## src/rtl/pll_lock_rst_mgr.sv

```systemverilog
// PLL lock qualifier and downstream reset sequencer: pulses the PLL reset, waits for a
// stable synchronized lock, holds rst_out_n released while locked, retries or fails on timeout.
module pll_lock_rst_mgr #(
  parameter int RST_PULSE_CYC    = 16,
  parameter int LOCK_TIMEOUT_CYC = 50000,
  parameter int LOCK_STABLE_CYC  = 1000,
  parameter int MAX_RETRY        = 3
) (
  input  logic       sys_clk,
  input  logic       sys_rst_n,
  input  logic       pll_lock,
  input  logic       retry_req,
  output logic       pll_rst,
  output logic       rst_out_n,
  output logic       locked_ok,
  output logic       fail,
  output logic [3:0] retry_cnt,
  output logic [7:0] lock_loss_cnt
);
  localparam int RST_W = $clog2(RST_PULSE_CYC + 1);
  localparam int TO_W  = $clog2(LOCK_TIMEOUT_CYC + 1);
  localparam int STB_W = $clog2(LOCK_STABLE_CYC + 1);

  localparam logic [RST_W-1:0] RST_LAST  = RST_W'(RST_PULSE_CYC - 1);
  localparam logic [TO_W-1:0]  TO_LAST   = TO_W'(LOCK_TIMEOUT_CYC - 1);
  localparam logic [STB_W-1:0] STB_LAST  = STB_W'(LOCK_STABLE_CYC - 1);
  localparam logic [3:0]       RETRY_MAX = 4'(MAX_RETRY);

  typedef enum logic [2:0] {
    ST_RESET_PLL,
    ST_WAIT_LOCK,
    ST_STABLE_CHK,
    ST_RUN,
    ST_FAIL
  } state_t;

  state_t           state, state_nxt;
  logic [1:0]       sync_q;
  logic             lock_s;
  logic [RST_W-1:0] rst_cnt, rst_cnt_nxt;
  logic [TO_W-1:0]  to_cnt, to_cnt_nxt;
  logic [STB_W-1:0] stb_cnt, stb_cnt_nxt;
  logic [3:0]       retry_cnt_nxt;
  logic [7:0]       loss_cnt_nxt;
  logic             pll_rst_nxt, rst_out_n_nxt, locked_ok_nxt, fail_nxt;

  // pll_lock is asynchronous to sys_clk; two flops before any decision uses it
  always_ff @(posedge sys_clk or negedge sys_rst_n) begin
    if (!sys_rst_n) sync_q <= '0;
    else            sync_q <= {sync_q[0], pll_lock};
  end

  assign lock_s = sync_q[1];

  always_ff @(posedge sys_clk or negedge sys_rst_n) begin
    if (!sys_rst_n) begin
      state         <= ST_RESET_PLL;
      rst_cnt       <= '0;
      to_cnt        <= '0;
      stb_cnt       <= '0;
      retry_cnt     <= '0;
      lock_loss_cnt <= '0;
      pll_rst       <= 1'b1;
      rst_out_n     <= 1'b0;
      locked_ok     <= 1'b0;
      fail          <= 1'b0;
    end else begin
      state         <= state_nxt;
      rst_cnt       <= rst_cnt_nxt;
      to_cnt        <= to_cnt_nxt;
      stb_cnt       <= stb_cnt_nxt;
      retry_cnt     <= retry_cnt_nxt;
      lock_loss_cnt <= loss_cnt_nxt;
      pll_rst       <= pll_rst_nxt;
      rst_out_n     <= rst_out_n_nxt;
      locked_ok     <= locked_ok_nxt;
      fail          <= fail_nxt;
    end
  end

  // Counters are cleared whenever the state is left, so every entry starts from zero
  always_comb begin
    state_nxt     = state;
    rst_cnt_nxt   = '0;
    to_cnt_nxt    = '0;
    stb_cnt_nxt   = '0;
    retry_cnt_nxt = retry_cnt;
    loss_cnt_nxt  = lock_loss_cnt;
    case (state)
      ST_RESET_PLL: begin
        if (rst_cnt == RST_LAST) state_nxt = ST_WAIT_LOCK;
        else                     rst_cnt_nxt = rst_cnt + 1'b1;
      end
      ST_WAIT_LOCK: begin
        if (lock_s) begin
          // The cycle that observed lock already counts toward the stability window
          if (LOCK_STABLE_CYC == 1) begin
            state_nxt     = ST_RUN;
            retry_cnt_nxt = '0;
          end else begin
            state_nxt   = ST_STABLE_CHK;
            stb_cnt_nxt = STB_W'(1);
          end
        end else if (to_cnt == TO_LAST) begin
          retry_cnt_nxt = retry_cnt + 4'd1;
          state_nxt     = (retry_cnt_nxt == RETRY_MAX) ? ST_FAIL : ST_RESET_PLL;
        end else begin
          to_cnt_nxt = to_cnt + 1'b1;
        end
      end
      ST_STABLE_CHK: begin
        if (!lock_s) begin
          state_nxt = ST_WAIT_LOCK;
        end else if (stb_cnt == STB_LAST) begin
          state_nxt     = ST_RUN;
          retry_cnt_nxt = '0;
        end else begin
          stb_cnt_nxt = stb_cnt + 1'b1;
        end
      end
      ST_RUN: begin
        if (!lock_s) begin
          state_nxt = ST_RESET_PLL;
          if (lock_loss_cnt != 8'hFF) loss_cnt_nxt = lock_loss_cnt + 8'd1;
        end
      end
      ST_FAIL: begin
        if (retry_req) begin
          state_nxt     = ST_RESET_PLL;
          retry_cnt_nxt = '0;
        end
      end
      default: state_nxt = ST_RESET_PLL;
    endcase
  end

  // Outputs decode the next state so they register on the same edge as the state
  always_comb begin
    pll_rst_nxt   = (state_nxt == ST_RESET_PLL) || (state_nxt == ST_FAIL);
    rst_out_n_nxt = (state_nxt == ST_RUN);
    locked_ok_nxt = (state_nxt == ST_RUN);
    fail_nxt      = (state_nxt == ST_FAIL);
  end

endmodule

```

## config.mk

```make
export PLATFORM = sky130hd
export DESIGN_NAME = pll_lock_rst_mgr
export DESIGN_NICKNAME = d
export VERILOG_FILES = /design/src/rtl/pll_lock_rst_mgr.sv
export SDC_FILE = /design/constraint.sdc
export NUM_CORES = 1
export LEC_CHECK = 0
export ABC_CLOCK_PERIOD_IN_PS = 2150
export BUFFER_PORTS_ARGS = -buffer_cell sky130_fd_sc_hd__buf_2
export CELL_PAD_IN_SITES_DETAIL_PLACEMENT = 0
export CELL_PAD_IN_SITES_GLOBAL_PLACEMENT = 1
export CORE_MARGIN = 3
export CORE_UTILIZATION = 47
export CTS_CLUSTER_DIAMETER = 100
export DETAILED_ROUTE_END_ITERATION = 10
export PLACE_DENSITY_LB_ADDON = 0.1
export SKIP_CTS_REPAIR_TIMING = 1
export SLEW_MARGIN = 20
export SYNTH_ARGS = -nofsm -noshare
export SYNTH_HDL_FRONTEND = slang
export SYNTH_SLANG_ARGS = --single-unit
```

## constraint.sdc

```tcl
create_clock -name sys_clk -period 2.15 [get_ports sys_clk]
set_clock_uncertainty 0.05 [all_clocks]
set_input_delay 0.1075 -clock sys_clk [delete_from_list [all_inputs] [get_ports sys_clk]]
set_output_delay 0.1075 -clock sys_clk [all_outputs]
set_load 0.01 [all_outputs]
```

* Yosys cells after proc, flatten, opt, wreduce, memory -nomap -nowiden *
Index checks and enable logic that the tools add are counted.

storage, ports and cells
  bits in registers = 51
  input port bits = 4
  output and inout bits = 16
  logic and storage cells = 62

operators by class
  add/sub/neg operators = 5
  equal/unequal tests = 16
  multiplexer cells = 24
  bitwise operators = 1
  reduce and logical (&&, ||, !) cells = 6

operator list
  cell                                           count
  two-way mux 16 bit                             3
  two-way mux 3 bit                              8
  two-way mux 10 bit                             2
  two-way mux 4 bit                              5
  one-hot mux 10 bit (2 select lines)            1
  adder 16 x 1 -> 16 bit, second input constant  1
  == test 16 bit, second input constant          1
  one-hot mux 3 bit (5 select lines)             1
  one-hot mux 4 bit (3 select lines)             1
  adder 10 x 1 -> 10 bit, second input constant  1
  == test 10 bit, second input constant          1
  two-way mux 5 bit                              2
  != test 2 bit, second input constant           5
  == test 3 x 2 -> 1 bit, second input constant  3
  adder 8 x 1 -> 8 bit, second input constant    1
  != test 8 bit, second input constant           1
  == test 3 bit, second input constant           2
  logical NOT 3 bit                              2
  AND reduction 6 bit                            1
  adder 5 x 1 -> 5 bit, second input constant    1
  == test 5 x 4 -> 1 bit, second input constant  1
  adder 4 x 1 -> 4 bit, second input constant    1
  == test 4 x 2 -> 1 bit, second input constant  1
  == test 3 x 1 -> 1 bit, second input constant  1
  5 further kinds                                5

* Logic depth before layout (Yosys ltp) *
  depth in word-level cells = 8
  depth in mapped cells = 6

* Least setup slack after synthesis *
No wires, ideal clock.

  path type = reg-to-reg
  start = reg to_cnt[0]
  end = reg retry_cnt[0]
  setup time = 0.125 ns
  arrival time = 1.815 ns
  path slack = 0.160 ns
  stages on the path, launching flop included = 7
  path buffers = 0
  cells stage by stage = dfrtp_1 -> ha_1 -> nand3_1 -> nand4b_1 -> and2_1 -> or3b_4 -> mux2_4

on the way
  word-level cells in the longest chain between the ends = 3

ends and longest elaborated chain
  element                        RTL line  RTL
  start, declared                41        logic [TO_W-1:0] to_cnt, to_cnt_nxt;
  start signal, assigned         70        to_cnt <= to_cnt_nxt;
  == test 16 bit                 104       end else if (to_cnt == TO_LAST) begin
  != test 2 bit (no line)        -
  AND reduction 6 bit (no line)  -
  end signal, assigned           72        retry_cnt <= retry_cnt_nxt;
  end, declared                  17        output logic [3:0] retry_cnt,

No other way between the ends.
A chain may end at the register's enable or synchronous reset.

* Worst setup path in the final report *
  start = reg stb_cnt[0]
  end = reg retry_cnt[1]

on the way
  word-level cells in the longest chain between the ends = 3

ends and longest elaborated chain
  element                        RTL line  RTL
  start, declared                42        logic [STB_W-1:0] stb_cnt, stb_cnt_nxt;
  start signal, assigned         71        stb_cnt <= stb_cnt_nxt;
  == test 10 bit                 114       end else if (stb_cnt == STB_LAST) begin
  != test 2 bit (no line)        -
  AND reduction 6 bit (no line)  -

No other way between the ends.

==> results.toml <==
[outcome]
status = "complete, no violations"

[global_routing]
grt-ovfl-total = 0
grt_use_total_pct = 16.4
grt_max_degree = 30
grt_pass1_wl_um = 7990
grt_antenna_before_repair = 0
grt_pass1_vias = 1695

[worst_setup_path]
r2r_setup_slack_ps = 80
cp.arrival_ps = 2200
worstSetupEndpoint = "retry_cnt[1]"
path_class = "flip-flop to flip-flop"
rr_endpoint = "retry_cnt[1]"
reg2regPathDepth = 6
reg2reg_from = "stb_cnt[0]"
crit_fanout = 4
required_ps = 2290
crit_start = "stb_cnt[0]"
cp-end-kind = "flip-flop"
worst_setup_path_start_kind = "flip-flop"

[worst_hold_path]
hold_path.class = "input port to flip-flop"

[synthesis]
async_reset_ff_share_pct = 100
synth_edf_count = 0
ys.flop_type = "dfrtp_1"
ys_seq_area_share_pct = 51.8
ys_types = 43
synth_area_um2 = 2460
synth_seq_cells = 51
yosys_warnings = 0
yosys-top-cells-count = "50 x dfrtp_1, 37 x nor2_1, 15 x nand3_1, 15 x xnor2_1, 15 x xor2_1"
syn_nets = 243
synth.area.top_cells = "dfrtp_1 51%, nor2_1 5.6%, xnor2_1 5.3%"
yosysMostFrequentCell = "dfrtp_1"
netlist.area_leader.share_pct = 50.8
syn_inst = 233
yosysTopAreaCell = "dfrtp_1"
avgSynthCellArea_um2 = 10.6

[cts]
cts_inserted_buffers = 5
clk_pin_slew_ps = 80
clk_latency_ps = 290
tritoncts = "yes"
cts_root_buf = "clkbuf_8"
cts_sinks = 51
ctsHtreeMaxLevel = 2
clk_path_buf_depth = 2

[power]
power_mw = 2.59
ir_drop_v = 0.000423
leakage_nw = 1.26
power_density_nw_per_um2 = 923

[layout]
regArea_um2 = 1280
area_growth_pct = 13.9
drive_above_1_share_pct = 19.0
nets = 272
final.fill_count = 438
antenna_cells = 0
multi_input_area_um2 = 1120

[sta]
fin_setup_tns_ps = 0
tightest_slew_ps = 621
final.min_clock_period_ps = 2070
finalHoldViolations = 0
rsz0062_at_grt = "false"
min_period_over_period_pct = 96.2
slew_headroom_pct = 58.2
fmax_ghz = 0.483
drv_slew = 0
setup_viol = 0

[flow_run]
drv_cap = 0

[detailed_routing]
drtIter0Drc = 62
wl_per_cell_um = 13.4
ant_nets = 0
routed_via_density = 5.04
vias = 1663
drt_wl_total_um = 4430
drc = 0
firstDrtPassIters = 4

[floorplan]
fp-row-count = 25
initial_core_util_pct = 50.5
die_area_um2 = 6150
boundaryPins = 20
fp.coreArea_um2 = 4880
die_x_um = 78.4
die_y_um = 78.4

[placed_design]
io_buffer_count = 19
dp_hpwl_um = 3250
gp_congestion = 0.762
[routing by layer]
metal | wire, um | track usage, % | vias up
li1 | - | - | 853
met1 | 2160 | 21.5 | 789
met2 | 2120 | 26.6 | 17
met3 | 103 | 5.16 | 4
met4 | 37 | 3.67 | 0
met5 | 0 | 0 | -
[layout by cell type (no fill, tap or decap), types with 4 or more instances in the layout]
cell type	n
nand3_1	15
and3_1	7
clkbuf_8	6
nor3_1	5
o21ai_0	5
buf_2	19
a21oi_1	5
inv_1	8
nor2_1	37
buf_4	8
xnor2_1	15
nand4_1	5
nand2_1	13
ha_1	4
xor2_1	15
dfrtp_1	50
[power breakdown]
part	internal, mW	leakage (nW)	switching (mW)
combinational	0.329	0.509	0.363
clock	0.377	0.0612	0.301
sequential	1.08	0.691	0.139
total	1.79	1.26	0.803
[worst max-delay path, stage by stage (launching register included)]
cell	delay, ps
dfrtp_1	390
ha_2	220
nand4bb_1	150
o41ai_2	250
a21oi_1	140
or3b_4	460
mux2_4	310
[state kept, by name, indices dropped and copies added, names as in the netlist]
signal	flops
to_cnt	16
sync_q	2
locked_ok	1
rst_cnt	5
state	3
lock_loss_cnt	8
stb_cnt	10
pll_rst	1
fail	1
retry_cnt	4
[layout make-up]
type,count,share of cell area (%)
clock buffer,6,2.94
clock inverter,2,1.25
inverter,9,1.20
multi-input combinational,166,39.9
sequential,51,45.5
tap,67,2.99
timing repair buffer,29,6.24
[stage by stage]
stage	cell area, um2	hold WS (ps)	std cells	util, %	setup slack (ps)
2_1_floorplan	2460	-238	233	-	160
3_3_place_gp	2660	-106	320	54.6	141
3_5_place_dp	2660	-99.0	320	54.6	86.7
4_1_cts	2780	-432	328	57.0	45.8
5_1_grt	2810	76.6	330	57.5	9.79
6_report	2810	96.0	330	57.5	81.1
[worst min-delay path by stage]
stage / from / endpoint / slack, ps / depth (start not counted)
after floorplan: sys_rst_n / fail / -240 / 0
after global placement: sys_rst_n / to_cnt[9] / -110 / 1
after detailed placement: sys_rst_n / to_cnt[9] / -100 / 1
after CTS: sys_rst_n / to_cnt[9] / -430 / 1
after global routing: retry_req / state[2] / 80 / 3
final: retry_req / state[2] / 100 / 3
[logic make-up (layout without fill, tap and decap cells)]
family | count (synthesis) | after routing | synth area share, %
flip-flops | 51 | 51 | 51.8
AO/OA/AOI/OAI | 18 | 18 | 5.28
multiplexers | 4 | 4 | 2.28
AND/OR/NAND/NOR | 108 | 108 | 23.9
XOR/XNOR | 30 | 30 | 10.7
buffers and inverters | 16 | 46 | 2.99
adder cells (fa/ha/maj) | 6 | 6 | 3.05
(Power assumes the default switching activity.)
